[src/rtl/vdic_mult_pkg.sv]
// Shared types and helpers for the parity-protected signed multiplier responder.
// Ports: none. This package holds the default operand width, the FSM state type and
//        the even-parity helper that both the design and its bench use.
package vdic_mult_pkg;

  localparam int DEF_DATA_W = 16;
  localparam int DEF_RES_W  = 2 * DEF_DATA_W;
  // The parity helper takes a fixed wide vector. Callers zero-extend into it, which
  // leaves the XOR unchanged for any operand or result width up to 64 bits.
  localparam int PAR_W      = 64;

  typedef enum logic [1:0] {
    IDLE = 2'd0,
    CALC = 2'd1,
    ERR  = 2'd2
  } state_t;

  function automatic logic parity(input logic [PAR_W-1:0] v);
    return ^v;
  endfunction

endpackage

[src/rtl/vdic_mult_seq_core.sv]
// Iterative signed multiplier: shift-add on the operand magnitudes, with the sign
// applied at the end. It does exactly DATA_W iterations after start.
// Ports: clk, rst (sync, active-high), start/a/b load the operands; done pulses for one
//        cycle while product already shows the final value, so a caller can register it
//        on that same edge.
module vdic_mult_seq_core #(
  parameter int DATA_W = 16
) (
  input  logic                  clk,
  input  logic                  rst,
  input  logic                  start,
  input  logic [DATA_W-1:0]     a,
  input  logic [DATA_W-1:0]     b,
  output logic                  done,
  output logic [2*DATA_W-1:0]   product
);

  localparam int CNT_W = (DATA_W > 1) ? $clog2(DATA_W) : 1;
  localparam logic [CNT_W-1:0] LAST = CNT_W'(DATA_W - 1);

  logic                  busy;
  logic [CNT_W-1:0]      count;
  logic [2*DATA_W-1:0]   mcand;
  logic [DATA_W-1:0]     mplier;
  logic [2*DATA_W-1:0]   acc;
  logic                  neg;

  logic [DATA_W-1:0]     a_mag;
  logic [DATA_W-1:0]     b_mag;
  logic [2*DATA_W-1:0]   acc_nxt;

  // The magnitude of the most negative value still fits in DATA_W unsigned bits.
  assign a_mag = a[DATA_W-1] ? -a : a;
  assign b_mag = b[DATA_W-1] ? -b : b;

  assign acc_nxt = acc + (mplier[0] ? mcand : '0);

  // done is decoded from the last iteration, and product comes straight from that
  // iteration's sum, so no extra cycle is needed to hand the result over.
  assign done    = busy && (count == LAST);
  assign product = neg ? -acc_nxt : acc_nxt;

  always_ff @(posedge clk) begin
    if (rst) begin
      busy   <= 1'b0;
      count  <= '0;
      mcand  <= '0;
      mplier <= '0;
      acc    <= '0;
      neg    <= 1'b0;
    end else if (start) begin
      busy   <= 1'b1;
      count  <= '0;
      mcand  <= {{DATA_W{1'b0}}, a_mag};
      mplier <= b_mag;
      acc    <= '0;
      neg    <= a[DATA_W-1] ^ b[DATA_W-1];
    end else if (busy) begin
      acc    <= acc_nxt;
      mcand  <= mcand << 1;
      mplier <= mplier >> 1;
      if (done) begin
        busy  <= 1'b0;
        count <= '0;
      end else begin
        count <= count + CNT_W'(1);
      end
    end
  end

endmodule

[src/rtl/vdic_mult_responder.sv]
// Responder for the req/ack parity-protected signed multiplier interface.
// Ports: clk, rst (sync, active-high); arg_a/arg_b each come with an even-parity bit
//        and are qualified by req; ack pulses when the operands are captured; result,
//        result_parity and arg_parity_error are valid on the result_rdy pulse and hold
//        their values until the next pulse.
// Build option: define VDIC_MULT_FAST_EN to replace the DATA_W-cycle iterative core with
//               a single-cycle multiply. The protocol is the same in both builds.
module vdic_mult_responder
  import vdic_mult_pkg::*;
#(
  parameter int DATA_W = vdic_mult_pkg::DEF_DATA_W
) (
  input  logic                  clk,
  input  logic                  rst,
  input  logic [DATA_W-1:0]     arg_a,
  input  logic                  arg_a_parity,
  input  logic [DATA_W-1:0]     arg_b,
  input  logic                  arg_b_parity,
  input  logic                  req,
  output logic                  ack,
  output logic [2*DATA_W-1:0]   result,
  output logic                  result_parity,
  output logic                  result_rdy,
  output logic                  arg_parity_error
);

  localparam int PROD_W = 2 * DATA_W;

  state_t              state, state_nxt;
  logic                ack_nxt, rdy_nxt, perr_nxt, rpar_nxt;
  logic [PROD_W-1:0]   result_nxt;
  logic                start;
  logic                args_ok;
  logic                calc_done;
  logic [PROD_W-1:0]   calc_res;

  assign args_ok = (parity(PAR_W'(arg_a)) == arg_a_parity) &&
                   (parity(PAR_W'(arg_b)) == arg_b_parity);

`ifdef VDIC_MULT_FAST_EN
  logic [DATA_W-1:0] op_a, op_b;

  always_ff @(posedge clk) begin
    if (rst) begin
      op_a <= '0;
      op_b <= '0;
    end else if (start) begin
      op_a <= arg_a;
      op_b <= arg_b;
    end
  end

  assign calc_done = 1'b1;
  assign calc_res  = $signed(op_a) * $signed(op_b);
`else
  // The core loads on the capture edge, so its DATA_W iterations end on the edge
  // that also registers the result.
  vdic_mult_seq_core #(.DATA_W(DATA_W)) u_core (
    .clk     (clk),
    .rst     (rst),
    .start   (start),
    .a       (arg_a),
    .b       (arg_b),
    .done    (calc_done),
    .product (calc_res)
  );
`endif

  always_ff @(posedge clk) begin
    if (rst) state <= IDLE;
    else     state <= state_nxt;
  end

  always_comb begin
    state_nxt  = state;
    start      = 1'b0;
    ack_nxt    = 1'b0;
    rdy_nxt    = 1'b0;
    result_nxt = result;
    rpar_nxt   = result_parity;
    perr_nxt   = arg_parity_error;
    case (state)
      IDLE: begin
        if (req) begin
          ack_nxt = 1'b1;
          if (args_ok) begin
            start     = 1'b1;
            state_nxt = CALC;
          end else begin
            state_nxt = ERR;
          end
        end
      end
      ERR: begin
        result_nxt = '0;
        rpar_nxt   = 1'b0;
        perr_nxt   = 1'b1;
        rdy_nxt    = 1'b1;
        state_nxt  = IDLE;
      end
      CALC: begin
        if (calc_done) begin
          result_nxt = calc_res;
          rpar_nxt   = parity(PAR_W'(calc_res));
          perr_nxt   = 1'b0;
          rdy_nxt    = 1'b1;
          state_nxt  = IDLE;
        end
      end
      default: state_nxt = IDLE;
    endcase
  end

  always_ff @(posedge clk) begin
    if (rst) begin
      ack              <= 1'b0;
      result           <= '0;
      result_parity    <= 1'b0;
      result_rdy       <= 1'b0;
      arg_parity_error <= 1'b0;
    end else begin
      ack              <= ack_nxt;
      result           <= result_nxt;
      result_parity    <= rpar_nxt;
      result_rdy       <= rdy_nxt;
      arg_parity_error <= perr_nxt;
    end
  end

endmodule

[config.mk]
export PLATFORM = sky130hd
export DESIGN_NAME = vdic_mult_responder
export DESIGN_NICKNAME = d
export VERILOG_FILES = /design/src/rtl/vdic_mult_pkg.sv /design/src/rtl/vdic_mult_seq_core.sv /design/src/rtl/vdic_mult_responder.sv
export SDC_FILE = /design/constraint.sdc
export NUM_CORES = 1
export LEC_CHECK = 0
export ABC_AREA = 0
export CORE_AREA = 2 2 159 161
export DETAILED_ROUTE_END_ITERATION = 8
export DIE_AREA = 0 0 161 163
export PLACE_DENSITY_LB_ADDON = 0.25
export SETUP_SLACK_MARGIN = 0.15
export SLEW_MARGIN = 10
export SYNTH_ARGS = -nofsm -noshare
export SYNTH_HDL_FRONTEND = slang
export SYNTH_SLANG_ARGS = --single-unit
[constraint.sdc]
create_clock -name clk -period 10.7 [get_ports clk]
set_input_delay 1.605 -clock clk [delete_from_list [all_inputs] [get_ports clk]]
set_output_delay 1.605 -clock clk [all_outputs]
set_load 0.01 [all_outputs]
==> summary.md, run 1 <==
The run gives 73 as the number of top-level design ports. The tools report the nature of the critical path endpoint as a flip-flop. The maximum fanout count along the critical path was 33; the proportion of total power due to net switching was 37.4%. For the proportion of power drawn by combinational gates, the log shows 39.9%. The mean cell area of the mapped netlist was 8.16 sq um. The total stage count of the critical path was 15. The peak clock frequency supported by timing was 0.172 GHz; the average vias per placed instance was 5.11.

The repair_antennas step left the layout with diodes totalling 0. Maximum cell stage delay along the critical path: 0.74 ns. The run gives 0 as the max-slew violation total from the final report. For this configuration, the core starts out at a cell density of 36.3%. CTS built an H-tree with a depth of 4. The Yosys warning count came out at 0. The net count of the mapped netlist came out at 1185.

Cell with the largest stage delay on the worst path: sky130_fd_sc_hd__nor4_1. The tools report the number of rows in the core area as 58. The floorplan step defined a die boundary enclosing 26200 sq um. After clock tree synthesis, the setup repair step added 0 buffers.

Setup violations remaining at the end of the flow were counted as 0. The placeable core area was 24700 sq um; the die boundary height was 163 um. Setup repair after global routing left no endpoint under its margin. The run finished with clean final reports. The clock network accounts for 30.1% of the total power. Synthesis produced a netlist whose cell count is 1097. After clock tree synthesis, the clock-pin slew on the worst setup and hold paths is 0.06 ns. The depth of the most critical reg-to-reg path was 15; the layout overhead on the synthesized area was 16.9%. After detailed routing, the number of remaining DRC violations is 0.

The detailed-routing iteration count for the pre-antenna-repair pass came out at 5. In this design, the largest share of critical-path delay is due to simple AND/OR/NAND/NOR gates. The largest net degree at the start of global routing came out at 75. The logs give 0 for the number of gates given a new drive strength after cts and 0.43 ns for the insertion delay of the later-clocked pin in the worst-skew pair.

The flip-flop cell with the highest count after synthesis is sky130_fd_sc_hd__dfxtp_1. Hold repair after CTS inserted 0 buffers. Synthesis inferred 124 register bits. The x dimension of the die works out to 161 um.

For the number of clock buffers inserted by TritonCTS, the log shows 17. The min-delay analysis places its worst path in the category reg2reg. TritonCTS built the clock tree. Traced cell by cell, the critical path runs through and2_1 > ha_1 > fa_1 > a21o_1 > a221o_2 > a221o_1 > xor2_1 > a21o_1 > nor4_1 > nand4_1 > or4b_1 > mux2i_1 > xnor3_1 > xnor3_1 > o22ai_1. In the global route stage, overall resource usage came out at 16.8%. The startpoint identified for the worst hold timing path is arg_parity_error. The number of buffers and inverters on the critical path is 0. For this design, the sink count on the clock tree is 124. Measured on the finished design, the core utilization comes to 42.4%. Cell with the most instances after synthesis: sky130_fd_sc_hd__nor2_1. The tools report the via count of the first global-routing pass as 6964. Summed over all nets, the switching power comes to 752 uW.

Summed over all cells, the static leakage comes to 0.00394 uW. Maximum count of clock buffers along a single path: 2. Dividing the final minimum period by the clock period gives 54.4%. The share of final-layout standard cells stronger than drive strength 1 was 5.77%; the global-route wire length before repair was 35900 um. The transition time at the pin with the least slew margin came out at 0.905 ns. Wires add up to 21700 um.

After the last flow step, the layout net total stands at 1218. On the final layout, the worst clock skew is 0.0106 ns. Registers are responsible for 30.0% of the overall power. Sequential cells were found to cover 27.7% of the synthesized design area. After synthesis, the cell types taking the most area are sky130_fd_sc_hd__dfxtp_1 (28%), sky130_fd_sc_hd__xnor2_1 (9.4%), sky130_fd_sc_hd__mux2i_1 (8.5%). The category of the critical setup timing path was reg2reg. The proportion of netlist area held by the largest area contributor is 27.7%. With fillers left out, the area of the finished cells amounts to 10500 sq um. Headroom to the max-slew limit came out at 39.6%. The number of instances on the worst hold path was 2. The total placed instance area is 9850 sq um. VDD sags by at most 0.000101 V.

The power density over cell area is 192 nW/um^2. Summed over all layers, the global routing overflow is 0. The setup TNS after final layout was 0 ns. The count of nets left with antenna violations once routing finished came out at 0. In this run, the number of DRC markers left after iteration 0 of detailed routing was 663.

The detailed-route wire length per cell came out at 14.7 um. Ranked by instance count, the synthesized netlist is headed by sky130_fd_sc_hd__nor2_1 (159), sky130_fd_sc_hd__dfxtp_1 (124), sky130_fd_sc_hd__xnor2_1 (96). Internal power comes to 1260 uW. The worst register-to-register path begins at u_core.mplier[0]. The synthesized design contains 0 enable-type register cells. The shortest period the worst path allows works out to 5.82 ns. For the worst setup path, the data arrival time is 6.09 ns.

Required time at the endpoint of the critical path: 10.97 ns. Area of the mapped netlist: 8950 sq um. The detailed router placed 7528 vias in this run. Input and output buffers added on the ports amount to 72. Sort of element at the start of the critical path: a flip-flop. The placer's final routability congestion estimate is 0.870.

The share of synthesized registers carrying an async set or reset is 0%. Clock tree synthesis selected as its root buffer the cell sky130_fd_sc_hd__clkbuf_16. Initial antenna violation count: 0. The endpoint of the worst register-to-register path was result_parity.

The terminating pin of the worst hold path is arg_parity_error. In this run the register-to-register setup slack is 4.88 ns. Synthesis instantiated 73 different standard cells from the library. The tools report the max-capacitance violation count as 0. The cell accounting for the most synthesized area is sky130_fd_sc_hd__dfxtp_1. The final hold violation count was 0; the HPWL after detailed placement was 16400 um.
## kinds of logic (layout without fill, tap and decap cells)
logic type / count (synthesis) / after routing / synth area share (%)
buffers and inverters: 110 / 156 / 5.30
flip-flops: 124 / 124 / 27.7
multiplexers: 77 / 77 / 8.63
AND/OR/NAND/NOR: 366 / 366 / 19.4
AO/OA/AOI/OAI: 245 / 245 / 18.2
adder cells (fa/ha/maj): 51 / 51 / 7.21
XOR/XNOR: 124 / 124 / 13.5
## flip-flops by register name, summed over array words and instances, names as in the netlist
| register | count |
|---|---|
| result_rdy | 1 |
| u_core.mplier | 16 |
| u_core.neg | 1 |
| result | 32 |
| state | 2 |
| ack | 1 |
| u_core.mcand | 32 |
| result_parity | 1 |
| u_core.count | 4 |
| u_core.acc | 32 |
| arg_parity_error | 1 |
| u_core.busy | 1 |
## placed cells by master (no fill, tap or decap), types with 5 or more instances in the layout
cell type,count
sky130_fd_sc_hd__nor3_1,20
sky130_fd_sc_hd__o211ai_1,5
sky130_fd_sc_hd__clkdlybuf4s50_1,71
sky130_fd_sc_hd__a21o_1,6
sky130_fd_sc_hd__o21a_1,5
sky130_fd_sc_hd__nor2_1,158
sky130_fd_sc_hd__ha_1,50
sky130_fd_sc_hd__and2_1,38
sky130_fd_sc_hd__clkbuf_16,17
sky130_fd_sc_hd__a211oi_1,44
sky130_fd_sc_hd__mux2i_1,76
sky130_fd_sc_hd__inv_1,44
sky130_fd_sc_hd__xnor3_1,8
sky130_fd_sc_hd__nand3_1,11
sky130_fd_sc_hd__nand4_1,13
sky130_fd_sc_hd__xnor2_1,96
sky130_fd_sc_hd__o31ai_1,9
sky130_fd_sc_hd__nand2_1,71
sky130_fd_sc_hd__o21ai_0,53
sky130_fd_sc_hd__buf_4,6
sky130_fd_sc_hd__a22oi_1,35
sky130_fd_sc_hd__dfxtp_1,123
sky130_fd_sc_hd__or3_1,19
sky130_fd_sc_hd__a21oi_1,53
sky130_fd_sc_hd__xor2_1,19
## power by group through the flow
stage          clock network [uW]  logic, uW  registers [uW]
6_report                      605        803             603
5_1_grt                       636        883             616
4_1_cts                       616        808             604
3_5_place_dp                    0        802             614
3_3_place_gp                    0        795             613
2_1_floorplan                   0        678             568
## metrics by stage
stage	cells	total power [uW]	hold slack [ns]	worst slack, ns
4_1_cts	1473	2030	0.478	4.88
3_5_place_dp	1441	1420	0.468	4.95
5_1_grt	1473	2130	0.495	4.53
6_report	1473	2010	0.476	4.88
2_1_floorplan	1097	1250	0.446	5.73
3_3_place_gp	1441	1410	0.464	5.05
## metal layers
layer | vias to the layer above | share of wire [%] | track usage (%)
met2 | 134 | 41 | 24.9
met1 | 3445 | 55 | 25.2
met4 | 0 | 1.1 | 4.99
met5 | - | 0 | 0
li1 | 3934 | - | -
met3 | 15 | 3.2 | 2.24
## worst max-delay path by stage
| stage | start | to | slack, ns |
|---|---|---|---|
| finish | u_core.mplier[0] | result_parity | 4.88 |
| global route | u_core.mplier[0] | result_parity | 4.53 |
| CTS | u_core.mplier[0] | result_parity | 4.88 |
| detailed placement | u_core.mplier[0] | result_parity | 4.95 |
| global placement | u_core.mplier[0] | result_parity | 5.05 |
| floorplan | u_core.mplier[0] | result_parity | 5.73 |
## area by class of cell
class                      count  area, sq um
clock buffer                  17          425
clock inverter                15          189
fill                        2489        14200
inverter                      46          173
multi-input combinational    863         6010
sequential                   124         2490
tap                          330          413
timing repair buffer          78          761
## worst reg2reg max path: stages, from the launching register on
cell	delay (ns)
sky130_fd_sc_hd__dfxtp_1	0.60
sky130_fd_sc_hd__and2_1	0.33
sky130_fd_sc_hd__ha_1	0.23
sky130_fd_sc_hd__fa_1	0.43
sky130_fd_sc_hd__a21o_1	0.23
sky130_fd_sc_hd__a221o_2	0.40
sky130_fd_sc_hd__a221o_1	0.35
sky130_fd_sc_hd__xor2_1	0.22
sky130_fd_sc_hd__a21o_1	0.23
sky130_fd_sc_hd__nor4_1	0.74
sky130_fd_sc_hd__nand4_1	0.29
sky130_fd_sc_hd__or4b_1	0.59
sky130_fd_sc_hd__mux2i_1	0.20
sky130_fd_sc_hd__xnor3_1	0.35
sky130_fd_sc_hd__xnor3_1	0.39
sky130_fd_sc_hd__o22ai_1	0.08
(Power assumes the default switching activity.)
==> run 2, diff against run 1 <==
==> constraint.sdc (replaced) <==
create_clock -name clk -period 5.4 [get_ports clk]
set_input_delay 0.81 -clock clk [delete_from_list [all_inputs] [get_ports clk]]
set_output_delay 0.81 -clock clk [all_outputs]
set_load 0.01 [all_outputs]
==> summary.md, run 2 (synthesis gave the netlist of run 1 again) <==
The flow ran to the end, and the final reports show no timing, DRC or antenna violations. The post-route netlist has 8.18% of its cells at a drive strength greater than 1. Global route total overflow: 0.

The met3 global-route usage is 2.65%. The floorplan step defined a die boundary enclosing 26200 sq um. The worst setup path is captured at a flip-flop. The logs give 0 for the max-slew violation total from the final report and 4 for the number of H-tree levels. The met2 layer usage reported by global route was 25.6%. The power density over cell area is 378 nW/um^2. The run gives 0.000222 V as the maximum resistive drop on vdd. The layout overhead on the synthesized area was 19.4%; the average vias per placed instance was 5.13.

The transition time at the pin with the least slew margin was 0.988 ns. TritonCTS built the clock tree. Required time at the endpoint of the critical path: 5.74 ns.

The first detailed-routing pass took 5 iterations. After detailed routing, the number of remaining DRC violations is 0. Global routing met1 resource utilization: 25.1%. For the worst clock skew on the final layout, the log shows 0.0106 ns. The sort of element at the start of the critical path was a flip-flop.

For the final wirelength, the log shows 22100 um. Counting tap cells, the placed design contains a total of 1458 instances. The arrival time of data at the critical path endpoint is 5.34 ns, and the number of I/O port buffers is 72. The number of fill cells in the layout is 2487, and the filler-free cell count of the finished design is 1492. In the finished design, the share of the clock period the worst path needs comes to 92.7%. In the layout the commonest cells are sky130_fd_sc_hd__nor2_1 (158), sky130_fd_sc_hd__dfxtp_1 (123), sky130_fd_sc_hd__xnor2_1 (93), sky130_fd_sc_hd__mux2i_1 (76).

The most common cell after layout, fill and taps aside is sky130_fd_sc_hd__nor2_1. Pin placement for this block handled 73 I/O pins. The largest registers in the layout are result: 32 flops, u_core.acc: 32 flops, u_core.mcand: 32 flops.

The global-route wire length before repair is 36300 um, and the placeable core area is 24700 sq um. The via count of the first global-routing pass is 7065. The x dimension of the die is 161 um. In this run the most used layer during global routing was met2. The tools report the root buffer selected by CTS as sky130_fd_sc_hd__clkbuf_16. The initial utilization of the core area, before any placement, comes to 36.3%. The final route contains 7652 vias. In this run the worst hold path is classified as reg2reg. Setup repair after global routing left no endpoint under its margin. The category of the critical setup timing path is reg2reg. The logs give 0 ns for the setup TNS after final layout and 512 for the number of DRC violations after detailed-routing iteration 0.

Clock tree synthesis inserted a total of 17 buffers. Detailed-route wire length per cell: 14.8 um. The detail route stage leaves a number of antenna-violating nets equal to 0.

The number of rows in the core area came out at 58. The tools report the maximum count of clock buffers along a single path as 2. Routability-driven placement finished with a final weighted congestion of 0.887. For the initial antenna violation count, the log shows 0. The number of inserted diodes was 0; the relative slew slack was 34.1%. The logs give 2490 sq um for the sequential cell area and 0.00408 uW for the reported leakage power. For this run, the top clock speed supported by timing is 0.200 GHz.

The tools report the worst slack on hold paths as 0.471 ns. For this run, the total global-route usage over all layers was measured as 17.0%. For the number of sinks driven by the clock tree, the log shows 124.

At the end of the flow, the number of nets in the layout was 1237. The shortest period the worst path allows was 5.00 ns. Entering global routing, the biggest net connects 68 pins. The logs give 16900 um for the HPWL after detailed placement and 0 for the max-capacitance violation count.

Setup violations remaining at the end of the flow were counted as 0. The number of hold buffers added after CTS was 0. The die boundary height is 163 um. The final hold violation count is 0. The multi-input combinational cells in the finished layout cover a total of 6100 sq um.

The clock-pin transition on the worst setup and hold timing paths was 0.06 ns. The insertion delay of the later-clocked pin in the worst-skew pair was 0.43 ns; the maximum fanout count along the critical path was 7.
==> run 2: changes by cell type in the layout (fill, tap and decap cells not counted), moves of 2 or more <==
cell,previous run,this run
sky130_fd_sc_hd__o21ai_1,1,4
sky130_fd_sc_hd__clkinvlp_4,1,3
sky130_fd_sc_hd__xnor2_1,96,93
sky130_fd_sc_hd__xnor2_2,1,4
sky130_fd_sc_hd__o21ai_0,53,50
sky130_fd_sc_hd__nor4b_2,2,0
sky130_fd_sc_hd__buf_4,6,25
sky130_fd_sc_hd__nor4b_4,0,2
sky130_fd_sc_hd__inv_6,4,2
==> run 2: critical path: stages (launching register included) <==
cell                       delay (ns)
sky130_fd_sc_hd__dfxtp_1         0.34
sky130_fd_sc_hd__and2_1          0.17
sky130_fd_sc_hd__ha_1            0.23
sky130_fd_sc_hd__fa_2            0.39
sky130_fd_sc_hd__a21o_1          0.22
sky130_fd_sc_hd__a221oi_4        0.33
sky130_fd_sc_hd__xnor2_2         0.15
sky130_fd_sc_hd__or2_4           0.29
sky130_fd_sc_hd__or4_4           0.56
sky130_fd_sc_hd__or4b_4          0.58
sky130_fd_sc_hd__o21ai_1         0.17
sky130_fd_sc_hd__xnor2_1         0.19
sky130_fd_sc_hd__xnor3_1         0.39
sky130_fd_sc_hd__xor2_2          0.17
sky130_fd_sc_hd__xnor2_1         0.22
sky130_fd_sc_hd__xnor3_1         0.33
sky130_fd_sc_hd__o22ai_1         0.19
==> run 2: layout make-up <==
cell class	count	share of cell area (%)
clock buffers	19	4.14
clock inverters	13	1.56
inverters	46	1.62
multi-input cells	863	57.1
flip-flops and latches	124	23.3
well taps	330	3.86
repair buffers	97	8.45
==> run 2: layer usage <==
| metal | share of wire (%) | wire length, um |
|---|---|---|
| met1 | 53 | 11800 |
| met2 | 42 | 9290 |
| met3 | 3.5 | 767 |
| met4 | 1.1 | 245 |
| met5 | 0 | 0 |
==> run 2: per-stage QoR <==
| step | instance area [sq um] | setup WS, ns | util, % | power [uW] |
|---|---|---|---|---|
| 2_1_floorplan | 8950 | 0.434 | - | 2470 |
| 3_3_place_gp | 9970 | 0.405 | 40.4 | 2800 |
| 3_5_place_dp | 9970 | 0.304 | 40.4 | 2810 |
| 4_1_cts | 10600 | 0.231 | 42.9 | 4020 |
| 5_1_grt | 10700 | 0.153 | 43.3 | 4290 |
| 6_report | 10700 | 0.396 | 43.3 | 4040 |
==> run 2: path summary, 6_finish.rpt <==
check | start | end | slack [ns] | cells after the start
max | u_core.mplier[0] | result_parity | 0.40 | 16
min | u_core.acc[19] | u_core.acc[19] | 0.47 | 2
max reg2reg | u_core.mplier[0] | result_parity | 0.40 | 16
min reg2reg | u_core.acc[19] | u_core.acc[19] | 0.47 | 2
==> run 2: timing repair <==
item                       4_1_cts  5_1_grt
setup buffers                    0        2
resized for setup                0       16
setup endpoints to repair        0        1
==> run 2: power breakdown <==
group	internal [uW]	total (uW)	switching (uW)
registers	1050	1180	132
logic	755	1670	913
clock network	741	1190	448
total	2540	4040	1490
==> run 3, diff against run 2 <==
--- a/config.mk
+++ b/config.mk
@@ -6,9 +6,9 @@
 export NUM_CORES = 1
 export LEC_CHECK = 0
 export ABC_AREA = 0
-export CORE_AREA = 2 2 159 161
+export CORE_AREA = 4 4 161 163
 export DETAILED_ROUTE_END_ITERATION = 8
-export DIE_AREA = 0 0 161 163
+export DIE_AREA = 0 0 165 167
 export PLACE_DENSITY_LB_ADDON = 0.25
 export SETUP_SLACK_MARGIN = 0.15
 export SLEW_MARGIN = 10
==> summary.md, run 3 (synthesis gave the netlist of run 1 again) <==
In the final timing run, aggregate negative setup slack is 0 ns. The tightest hold path in the finished design has a slack of 0.474 ns. From synthesis to final layout, the design area changed by 18.6%.

The floorplan has 57 rows. After routing the design area is 10600 sq um. The power density over cell area was 375 nW/um^2; the remaining antenna violation count after routing was 0. The via count of the first global-routing pass is 6997, and the average vias per placed instance is 5.12. The number of sinks driven by the clock tree was 124. The detailed-routing iteration count for the pre-antenna-repair pass came out at 5. The detailed-route DRC error count is 0. The final wirelength was 21600 um; the max-capacitance violation count was 0. In this run the tightest slew margin relative to its limit is 36.6%. The number of H-tree levels is 4, and the x dimension of the die is 165 um. For the number of DRC violations after detailed-routing iteration 0, the log shows 586. The filler-free cell count of the finished design was 1485. During I/O placement, the number of pins put on the boundary was 73. In this run, placement finished with an instance count of 1451.

The library cells used most frequently in the layout, excluding fill and tap cells, are sky130_fd_sc_hd__nor2_1 (158), sky130_fd_sc_hd__dfxtp_1 (123), sky130_fd_sc_hd__xnor2_1 (93), sky130_fd_sc_hd__mux2i_1 (76). Setup repair after global routing left no endpoint under its margin. The initial utilization of the core area, before any placement, comes to 36.8%. The tools report the placeable core area as 24300 sq um.

The run finished with clean final reports. The most common cell after layout, fill and taps aside was sky130_fd_sc_hd__nor2_1. The maximum count of clock buffers along a single path came out at 2. The worst setup path is captured at a flip-flop. For the max-slew violation total from the final report, the log shows 0.

The reported leakage power came out at 0.00408 uW. At the pin with the least slew margin, the transition time is 0.951 ns. Entering global routing, the biggest net connects 74 pins. Cell with the largest stage delay on the worst path: sky130_fd_sc_hd__or4_4.

After clock tree synthesis, the clock-pin slew on the worst setup and hold paths is 0.06 ns. The global routing usage summed across all routing layers is 15.8%. The share of final-layout standard cells stronger than drive strength 1 came out at 8.10%.

Number of I/O port buffers: 72. The worst setup path is launched from a flip-flop. The number of fill cells in the layout came out at 2407. The min-delay analysis places its worst path in the category reg2reg. TritonCTS built the clock tree. The initial antenna violation count came out at 0. Global-route wire length before repair: 35800 um. The run gives 5.30 ns as the arrival time of data at the critical path endpoint. The category of the critical setup timing path was reg2reg. The largest registers in the layout are result: 32 flops, u_core.acc: 32 flops, u_core.mcand: 32 flops.

The critical path goes through and2_1 > ha_1 > fa_2 > a21o_1 > a221oi_4 > o21ai_0 > xor2_1 > or4_4 > or4b_4 > o31ai_4 > xnor2_2 > xnor2_2 > xnor2_1 > xnor3_1 > xnor3_1 > o22ai_1. The largest single stage delay on the critical path is 0.63 ns. Data on the critical path is required at its endpoint by 5.74 ns. Detailed placement ended at an HPWL of 16600 um. Number of clock buffers inserted by TritonCTS: 17. The final hold violation count is 0, and the total placed instance area is 9950 sq um.

The placer's final routability congestion estimate came out at 0.855. The post-route fraction of the period consumed by the critical path came out at 91.9%. The maximum resistive drop on vdd was 0.000226 V; the number of inserted diodes was 0. Measured along the y axis, the die boundary spans 167 um. Setup violations remaining at the end of the flow were counted as 0. The run gives 0 as the global route total overflow.

On the critical path the largest part of the delay comes from XOR/XNOR gates. The final layout contains 1236 nets. The die covers 27600 sq um. The run gives 0.201 GHz as the peak clock frequency supported by timing. The worst clock skew on the final layout was 0.0127 ns. The number of buffers and inverters on the critical path is 0.

The routed layout has 7609 vias. The maximum fanout count along the critical path is 8. The root buffer selected by CTS is sky130_fd_sc_hd__clkbuf_16. Dividing the detail-routed wire length by the instance count gives 14.5 um. Shortest period the worst path allows: 4.96 ns. The insertion delay of the later-clocked pin in the worst-skew pair came out at 0.43 ns.
==> run 3: stage by stage <==
step                power [uW]  util, %  setup WS [ns]
finish                    3980     43.6          0.436
global route              4240     43.6          0.149
CTS                       3960     43.2          0.252
detailed placement        2830     40.9          0.325
global placement          2810     40.9          0.385
floorplan                 2470        -          0.434
==> run 3: path summary, 6_finish.rpt <==
kind / to / from / cells after the start / slack, ns
min: arg_parity_error / arg_parity_error / 2 / 0.47
max reg2reg: result_parity / u_core.mplier[0] / 16 / 0.44
max: result_parity / u_core.mplier[0] / 16 / 0.44
min reg2reg: arg_parity_error / arg_parity_error / 2 / 0.47
==> run 3: layout make-up <==
cell class                      instances  area [sq um]  area share [%]
Multi-Input combinational cell        863          6080            57.3
Sequential cell                       124          2490            23.4
Timing Repair Buffer                   96           900            8.48
Clock buffer                           17           425            4.01
Tap cell                              324           405            3.82
Inverter                               46           173            1.63
Clock inverter                         15           141            1.33
==> run 3: tightest hold or removal path, stage by stage (launching register included) <==
cell                      delay [ns]
sky130_fd_sc_hd__dfxtp_1        0.31
sky130_fd_sc_hd__o21ai_0        0.06
sky130_fd_sc_hd__a21oi_1        0.06
==> run 3: report_power, final <==
group	leakage, uW	total (uW)	switching (uW)	internal [uW]
combinational	0.00280	1690	907	778
clock	0.000278	1120	503	614
sequential	0.00100	1180	134	1050
total	0.00408	3980	1540	2440
==> run 3: what timing repair did <==
action	in CTS	in global routing
hold buffers	0	0
buffers inserted	0	2
hold endpoints to repair	0	0
resized for setup	0	17
endpoints found under the setup margin	0	1
==> run 3: routing by layer <==
metal  share of wire, %  up-vias  global-route usage [%]
met5                  0        -                       0
met4                1.4        0                    4.38
met3                3.0       17                    2.52
met2                 41      127                    22.4
met1                 54     3480                    24.3
li1                   -     3985                       -
